`config.mk`:
```
export PLATFORM = sky130hd
export DESIGN_NAME = bcd_countdown_timer
export DESIGN_NICKNAME = d
export VERILOG_FILES = /design/src/rtl/timer_pkg.sv /design/src/rtl/button_debounce.sv /design/src/rtl/bcd_countdown_timer.sv
export SDC_FILE = /design/constraint.sdc
export NUM_CORES = 1
export LEC_CHECK = 0
export ABC_CLOCK_PERIOD_IN_PS = 3400
export CAP_MARGIN = 20
export CORE_MARGIN = 3
export CORE_UTILIZATION = 30
export CTS_CLUSTER_DIAMETER = 150
export CTS_CLUSTER_SIZE = 12
export DETAILED_ROUTE_END_ITERATION = 16
export SETUP_SLACK_MARGIN = 0.15
export SKIP_CTS_REPAIR_TIMING = 1
export SLEW_MARGIN = 20
export SYNTH_ARGS = -nofsm -noshare
export SYNTH_HDL_FRONTEND = slang
export SYNTH_SLANG_ARGS = --single-unit
```
`constraint.sdc`:
```
create_clock -name clk -period 3.4 [get_ports clk]
set_input_delay 0.68 -clock clk [delete_from_list [all_inputs] [get_ports clk]]
set_output_delay 0.68 -clock clk [all_outputs]
set_load 0.01 [all_outputs]
```
`src/rtl/timer_pkg.sv`:
```
// Shared definitions for the BCD countdown timer.
//   state_e        : controller states, encoded as seen on the state output
//   bcd2_t/mmss_t  : two-digit BCD field and a full mm:ss value
//   bcd_inc_wrap   : increment a two-digit BCD field, wrapping to 00 past a limit
//   bcd_dec_mmss   : subtract one second from mm:ss with a digit-by-digit borrow
//   mmss_is_zero   : true at 00:00
package timer_pkg;

    localparam int         BCD_W        = 4;
    localparam logic [3:0] SEC_TENS_MAX = 4'd5;

    typedef enum logic [2:0] {
        ST_IDLE  = 3'd0,
        ST_SET   = 3'd1,
        ST_RUN   = 3'd2,
        ST_PAUSE = 3'd3,
        ST_DONE  = 3'd4
    } state_e;

    typedef struct packed {
        logic [BCD_W-1:0] tens;
        logic [BCD_W-1:0] ones;
    } bcd2_t;

    typedef struct packed {
        bcd2_t mm;
        bcd2_t ss;
    } mmss_t;

    function automatic bcd2_t bcd_inc_wrap(input bcd2_t v, input int max_val);
        bcd2_t r;
        int    cur;
        cur = int'(v.tens) * 10 + int'(v.ones);
        if (cur >= max_val) begin
            r = '0;
        end else if (v.ones == 4'd9) begin
            r.tens = v.tens + 4'd1;
            r.ones = 4'd0;
        end else begin
            r.tens = v.tens;
            r.ones = v.ones + 4'd1;
        end
        return r;
    endfunction

    // Only called with a nonzero value; 00:00 never reaches the borrow chain.
    function automatic mmss_t bcd_dec_mmss(input mmss_t t);
        mmss_t r;
        r = t;
        if (t.ss.ones != 4'd0) begin
            r.ss.ones = t.ss.ones - 4'd1;
        end else begin
            r.ss.ones = 4'd9;
            if (t.ss.tens != 4'd0) begin
                r.ss.tens = t.ss.tens - 4'd1;
            end else begin
                r.ss.tens = SEC_TENS_MAX;
                if (t.mm.ones != 4'd0) begin
                    r.mm.ones = t.mm.ones - 4'd1;
                end else begin
                    r.mm.ones = 4'd9;
                    r.mm.tens = t.mm.tens - 4'd1;
                end
            end
        end
        return r;
    endfunction

    function automatic logic mmss_is_zero(input mmss_t t);
        return (t == '0);
    endfunction

endpackage

```
`src/rtl/button_debounce.sv`:
```
// Button conditioning: 2-FF synchroniser, level debouncer and rising-edge pulse.
//   clk    : system clock
//   rst_n  : asynchronous active-low reset
//   din    : raw asynchronous button level
//   level  : debounced level, changes after DEBOUNCE_CYCLES stable cycles
//   pulse  : one-cycle pulse on each accepted 0->1 transition of level
module button_debounce #(
    parameter int DEBOUNCE_CYCLES = 1000000
) (
    input  logic clk,
    input  logic rst_n,
    input  logic din,
    output logic level,
    output logic pulse
);

    localparam int            CW     = (DEBOUNCE_CYCLES > 1) ? $clog2(DEBOUNCE_CYCLES) : 1;
    localparam logic [CW-1:0] RELOAD = CW'(DEBOUNCE_CYCLES - 1);

    logic          sync1_q, sync2_q;
    logic          level_q, level_d;
    logic          pulse_q, pulse_d;
    logic [CW-1:0] cnt_q, cnt_d;

    // Down-counter reloads whenever the input agrees with the accepted level,
    // so reaching zero means DEBOUNCE_CYCLES consecutive disagreeing cycles.
    always_comb begin
        level_d = level_q;
        cnt_d   = cnt_q;
        if (sync2_q == level_q) begin
            cnt_d = RELOAD;
        end else if (cnt_q == '0) begin
            level_d = sync2_q;
            cnt_d   = RELOAD;
        end else begin
            cnt_d = cnt_q - 1'b1;
        end
        pulse_d = level_d & ~level_q;
    end

    always_ff @(posedge clk or negedge rst_n) begin
        if (!rst_n) begin
            sync1_q <= 1'b0;
            sync2_q <= 1'b0;
            level_q <= 1'b0;
            pulse_q <= 1'b0;
            cnt_q   <= RELOAD;
        end else begin
            sync1_q <= din;
            sync2_q <= sync1_q;
            level_q <= level_d;
            pulse_q <= pulse_d;
            cnt_q   <= cnt_d;
        end
    end

    assign level = level_q;
    assign pulse = pulse_q;

endmodule

```
`src/rtl/bcd_countdown_timer.sv`:
```
// Egg-timer core: settable BCD mm:ss, start/pause/resume, alarm on expiry.
//   clk, reset          : system clock, asynchronous active-low reset
//   cook_time           : raw level, 1 requests set mode
//   minutes_up/seconds_up/start : raw push-buttons
//   debounce_min/sec    : debounced button levels
//   minute_*/second_*   : BCD digits of the current value
//   running, alarm      : 1 in RUN, 1 in DONE
//   state               : current controller state
//
// state | meaning
// IDLE  | waiting; cook_time enters SET, start runs a nonzero value
// SET   | buttons increment minutes/seconds
// RUN   | prescaler ticks, value counts down once per tick
// PAUSE | value and prescaler frozen
// DONE  | alarm high at 00:00 until acknowledge or timeout
module bcd_countdown_timer
    import timer_pkg::*;
#(
    parameter int TICK_DIV        = 100000000,
    parameter int DEBOUNCE_CYCLES = 1000000,
    parameter int MAX_MINUTES     = 99,
    parameter int ALARM_SECS      = 60
) (
    input  logic             clk,
    input  logic             reset,
    input  logic             cook_time,
    input  logic             minutes_up,
    input  logic             seconds_up,
    input  logic             start,
    output logic             debounce_min,
    output logic             debounce_sec,
    output logic [BCD_W-1:0] minute_tens,
    output logic [BCD_W-1:0] minute_ones,
    output logic [BCD_W-1:0] second_tens,
    output logic [BCD_W-1:0] second_ones,
    output logic             running,
    output logic             alarm,
    output logic [2:0]       state
);

    localparam int            PW         = $clog2(TICK_DIV);
    localparam logic [PW-1:0] PRESC_LAST = PW'(TICK_DIV - 1);
    localparam int            AW         = (ALARM_SECS > 1) ? $clog2(ALARM_SECS) : 1;
    localparam logic [AW-1:0] ALARM_LAST = AW'((ALARM_SECS > 0) ? ALARM_SECS - 1 : 0);

    logic min_p, sec_p, start_p, start_level_unused;
    logic cook_s1_q, cook_s2_q, cook_prev_q;

    state_e        state_q, state_d;
    mmss_t         time_q, time_d, time_dec;
    logic [PW-1:0] presc_q, presc_d;
    logic [AW-1:0] alarm_cnt_q, alarm_cnt_d;
    logic          tick, timeout, cook_rise, ack;

    button_debounce #(.DEBOUNCE_CYCLES(DEBOUNCE_CYCLES)) u_db_min (
        .clk(clk), .rst_n(reset), .din(minutes_up), .level(debounce_min), .pulse(min_p)
    );
    button_debounce #(.DEBOUNCE_CYCLES(DEBOUNCE_CYCLES)) u_db_sec (
        .clk(clk), .rst_n(reset), .din(seconds_up), .level(debounce_sec), .pulse(sec_p)
    );
    button_debounce #(.DEBOUNCE_CYCLES(DEBOUNCE_CYCLES)) u_db_start (
        .clk(clk), .rst_n(reset), .din(start), .level(start_level_unused), .pulse(start_p)
    );

    always_comb begin
        state_d     = state_q;
        time_d      = time_q;
        presc_d     = presc_q;
        alarm_cnt_d = alarm_cnt_q;
        time_dec    = bcd_dec_mmss(time_q);
        tick        = (presc_q == PRESC_LAST);
        timeout     = (ALARM_SECS > 0) && tick && (alarm_cnt_q == ALARM_LAST);
        cook_rise   = cook_s2_q & ~cook_prev_q;
        ack         = start_p | min_p | sec_p | cook_rise;

        case (state_q)
            ST_IDLE: begin
                presc_d     = '0;
                alarm_cnt_d = '0;
                if (cook_s2_q) begin
                    state_d = ST_SET;
                end else if (start_p && !mmss_is_zero(time_q)) begin
                    state_d = ST_RUN;
                end
            end
            ST_SET: begin
                presc_d = '0;
                if (min_p) time_d.mm = bcd_inc_wrap(time_q.mm, MAX_MINUTES);
                if (sec_p) time_d.ss = bcd_inc_wrap(time_q.ss, 59);
                if (!cook_s2_q) begin
                    state_d = ST_IDLE;
                end else if (start_p && !mmss_is_zero(time_q)) begin
                    state_d = ST_RUN;
                end
            end
            ST_RUN: begin
                alarm_cnt_d = '0;
                presc_d     = tick ? '0 : presc_q + 1'b1;
                if (tick) begin
                    time_d = time_dec;
                    // The expiring tick swallows a coincident start press.
                    if (mmss_is_zero(time_dec)) begin
                        state_d = ST_DONE;
                    end else if (start_p) begin
                        state_d = ST_PAUSE;
                    end
                end else if (start_p) begin
                    state_d = ST_PAUSE;
                end
            end
            ST_PAUSE: begin
                if (start_p) state_d = ST_RUN;
            end
            ST_DONE: begin
                if (ALARM_SECS > 0) begin
                    presc_d = tick ? '0 : presc_q + 1'b1;
                    if (tick) alarm_cnt_d = alarm_cnt_q + 1'b1;
                end
                if (ack || timeout) state_d = ST_IDLE;
            end
            default: state_d = ST_IDLE;
        endcase
    end

    always_ff @(posedge clk or negedge reset) begin
        if (!reset) begin
            cook_s1_q   <= 1'b0;
            cook_s2_q   <= 1'b0;
            cook_prev_q <= 1'b0;
            state_q     <= ST_IDLE;
            time_q      <= '0;
            presc_q     <= '0;
            alarm_cnt_q <= '0;
        end else begin
            cook_s1_q   <= cook_time;
            cook_s2_q   <= cook_s1_q;
            cook_prev_q <= cook_s2_q;
            state_q     <= state_d;
            time_q      <= time_d;
            presc_q     <= presc_d;
            alarm_cnt_q <= alarm_cnt_d;
        end
    end

    assign minute_tens = time_q.mm.tens;
    assign minute_ones = time_q.mm.ones;
    assign second_tens = time_q.ss.tens;
    assign second_ones = time_q.ss.ones;
    assign running     = (state_q == ST_RUN);
    assign alarm       = (state_q == ST_DONE);
    assign state       = state_q;

endmodule

```
==> metrics.cfg <==
[critical_path]
cp_slowest_cell=dfrtp_1
setup.worst_path.start_class=flop
cp_cell_sequence=ha_1, ha_1, inv_1, fa_1, nand2b_1, o32ai_2, a21oi_2, or2_2, a21o_1, a211o_1
path_delay_family=adder cells
cpMostUsedCell=ha_1
reg2reg_from=second_tens[1]
worst_ep_required_time_ns=3.70
worstSetupPathType=reg -> reg
ff2ff_path_depth=10
path_buf_inv=1
crit_path_max_fanout=6
r2r-end=second_ones[2]
arrival_ns=3.38
end_kind=flop
r2r_setup_slack_ns=0.31
max_stage_delay_ns=0.45

[global_routing]
grt_max_degree=69
grt_antenna_before_repair=0
grt_pass1_wl_um=29500
grt_pass1_vias=6023
grt_use_total_pct=12.6
grt_overflow=0

[cts]
cts_tree=done
numCtsBuffers=17
cts_num_sinks=127
root_buffer=clkbuf_16
cts_buffer_depth=2
clk_pin_slew_ns=0.06
clk_latency_ns=0.41
htree_levels=4

[placement]
hpwl_um=11900
dp_slack_ns=0.236
port_buffers=28
place_area_mm2=0.00843
dp_cells=1177
gp_congestion=0.856

[sta]
fin_setup_tns_ns=0
fmax_mhz=324
setup_ws_ns=0.314
final-setup-viol-count=0
timing.hold.ws_ns=0.234
clock_skew_ns=0.00669
worst_pin_slew_ns=0.785
min_period_ns=3.09
hold_viol_final=0
slew_violations=0
relSlewSlack_pct=46.9
rsz0062_at_grt=no
period_share_pct=90.8

[routing]
vias=6288
route.detailed.drc=0
wl_per_cell_um=14.2
ant_nets=0
routed_via_density=5.20
first_iter_violations=444
wl_um=17100
dr.pass1.iters=4

[yosys]
yosys-top-cells-area=dfrtp_1, dfstp_2, ha_1, xnor2_1, nand2_1
synth_edf_count=0
netlist-cell-type-count=74
synth-seq-area-share_pct=42.0
ys_ff_latch=127
synthArstFlopShare_pct=100
yosysMostFrequentCell=dfrtp_1
ys_top_cells_by_count=dfrtp_1, nand2_1, nor2_1
ys_warn_count=0
avgSynthCellArea_um2=9.21
yosysTopAreaCell=dfrtp_1
synthesis.nets=877
syn_area_mm2=0.00768
synth_top_area_share_pct=29.6
synthCells=834
synth_ff_type=dfrtp_1

[min_path]
hp-class=in -> async

[die]
fp.dieH_um=166
die-area_mm2=0.0276
rows=57
start_util_pct=31.0
die_w_um=166
io_pins=29
core_mm2=0.0247

[cells_and_area]
fin_cells=1209
diodes=0
fin_nets=915
area.growth.synth_to_final_pct=18.0
final_layout_size_suffix_gt1_share_pct=13.4
design_area_mm2=0.00907

[outcome]
status=complete, no violations

[power_and_ir_drop]
cellLeakagePower_nw=3.62
peakVddDrop_mv=0.260
power_density_mw_per_mm2=387

[run]
max_cap_violations=0

==> worst max-delay path by stage <==
stage / start / endpoint / slack (ns) / cells after the start
after CTS: second_tens[1] / second_tens[0] / 0.21 / 9
after global routing: second_ones[0] / state[1] / 0.18 / 8
final: second_tens[1] / second_ones[2] / 0.31 / 10
after global placement: second_tens[1] / second_tens[0] / 0.30 / 9
after floorplan: minute_tens[1] / minute_ones[0] / 0.45 / 11
after detailed placement: second_tens[1] / second_tens[0] / 0.24 / 9
==> worst reg2reg max path, cell delays in order, from the launching register on <==
cell and delay (ns):
dfrtp_1 0.45, ha_1 0.32, ha_1 0.23, inv_1 0.08, fa_1 0.44, nand2b_1 0.18, o32ai_2 0.31, a21oi_2 0.14
or2_2 0.36, a21o_1 0.18, a211o_1 0.28
==> metal layers <==
| metal | vias up | wire length (um) | share of wire (%) | GRT usage (%) |
|---|---|---|---|---|
| met5 | - | 0 | 0 | 0 |
| met4 | 0 | 147 | 0.86 | 2.82 |
| met3 | 10 | 682 | 4.0 | 3.00 |
| met2 | 101 | 7750 | 45 | 19.6 |
| met1 | 3054 | 8560 | 50 | 17.8 |
| li1 | 3123 | - | - | - |
==> where the power goes <==
group,switching (mW),leakage (nW),internal [mW]
combinational,0.0623,1.69,0.0246
clock,0.677,0.301,1.20
sequential,0.0113,1.63,1.54
==> cell usage in the layout, fill, tap and decap left out, drive strengths merged, types with 9 or more instances in the layout <==
cell type | Yosys | routed
inv | 32 | 33
xnor2 | 40 | 40
clkdlybuf4s50 | 0 | 27
nand4 | 22 | 22
ha | 33 | 33
nor2b | 14 | 14
or3 | 9 | 9
or4 | 9 | 9
clkbuf | 27 | 20
o21ai | 50 | 50
nand2 | 84 | 84
and3 | 11 | 11
o31ai | 14 | 14
a31oi | 11 | 11
dfrtp | 91 | 91
xor2 | 19 | 19
nand3 | 39 | 39
nor2 | 79 | 79
nor4 | 17 | 17
dfstp | 36 | 36
nor3 | 26 | 26
buf | 3 | 22
a21oi | 32 | 32
==> logic make-up after synthesis <==
kind of cell	count (synthesis)	share of synthesized area, %
DFF	127	42.0
AOI/OAI and AO/OA	177	15.3
buffers and inverters	63	3.11
muxes	11	1.51
adders and majority gates	37	6.42
and+or+nand+nor	360	25.0
xor gates and xnor gates	59	6.73
==> metrics by stage <==
stage / utilization, % / total power, mW
after floorplan: - / 1.61
after global placement: 34.1 / 1.66
after detailed placement: 34.1 / 1.66
after CTS: 36.5 / 3.56
after global routing: 36.6 / 3.65
final: 36.6 / 3.51
==> state kept, by name, indices dropped and copies added, names as in the netlist, 3 cells and up <==
name / count
u_db_min.cnt_q: 20
state: 3
minute_ones: 4
second_tens: 4
u_db_sec.cnt_q: 20
minute_tens: 4
second_ones: 4
presc_q: 27
alarm_cnt_q: 6
u_db_start.cnt_q: 20
==> layout make-up <==
class                   instances  area [um2]
clock inverters                12         160
fillers                      2484       15700
clock buffers                  20         457
flip-flops and latches        127        3220
repair buffers                 49         452
well taps                     324         405
inverters                      33         124
multi-input cells             644        4250
Note: power is estimated with default switching activity, not from simulation.
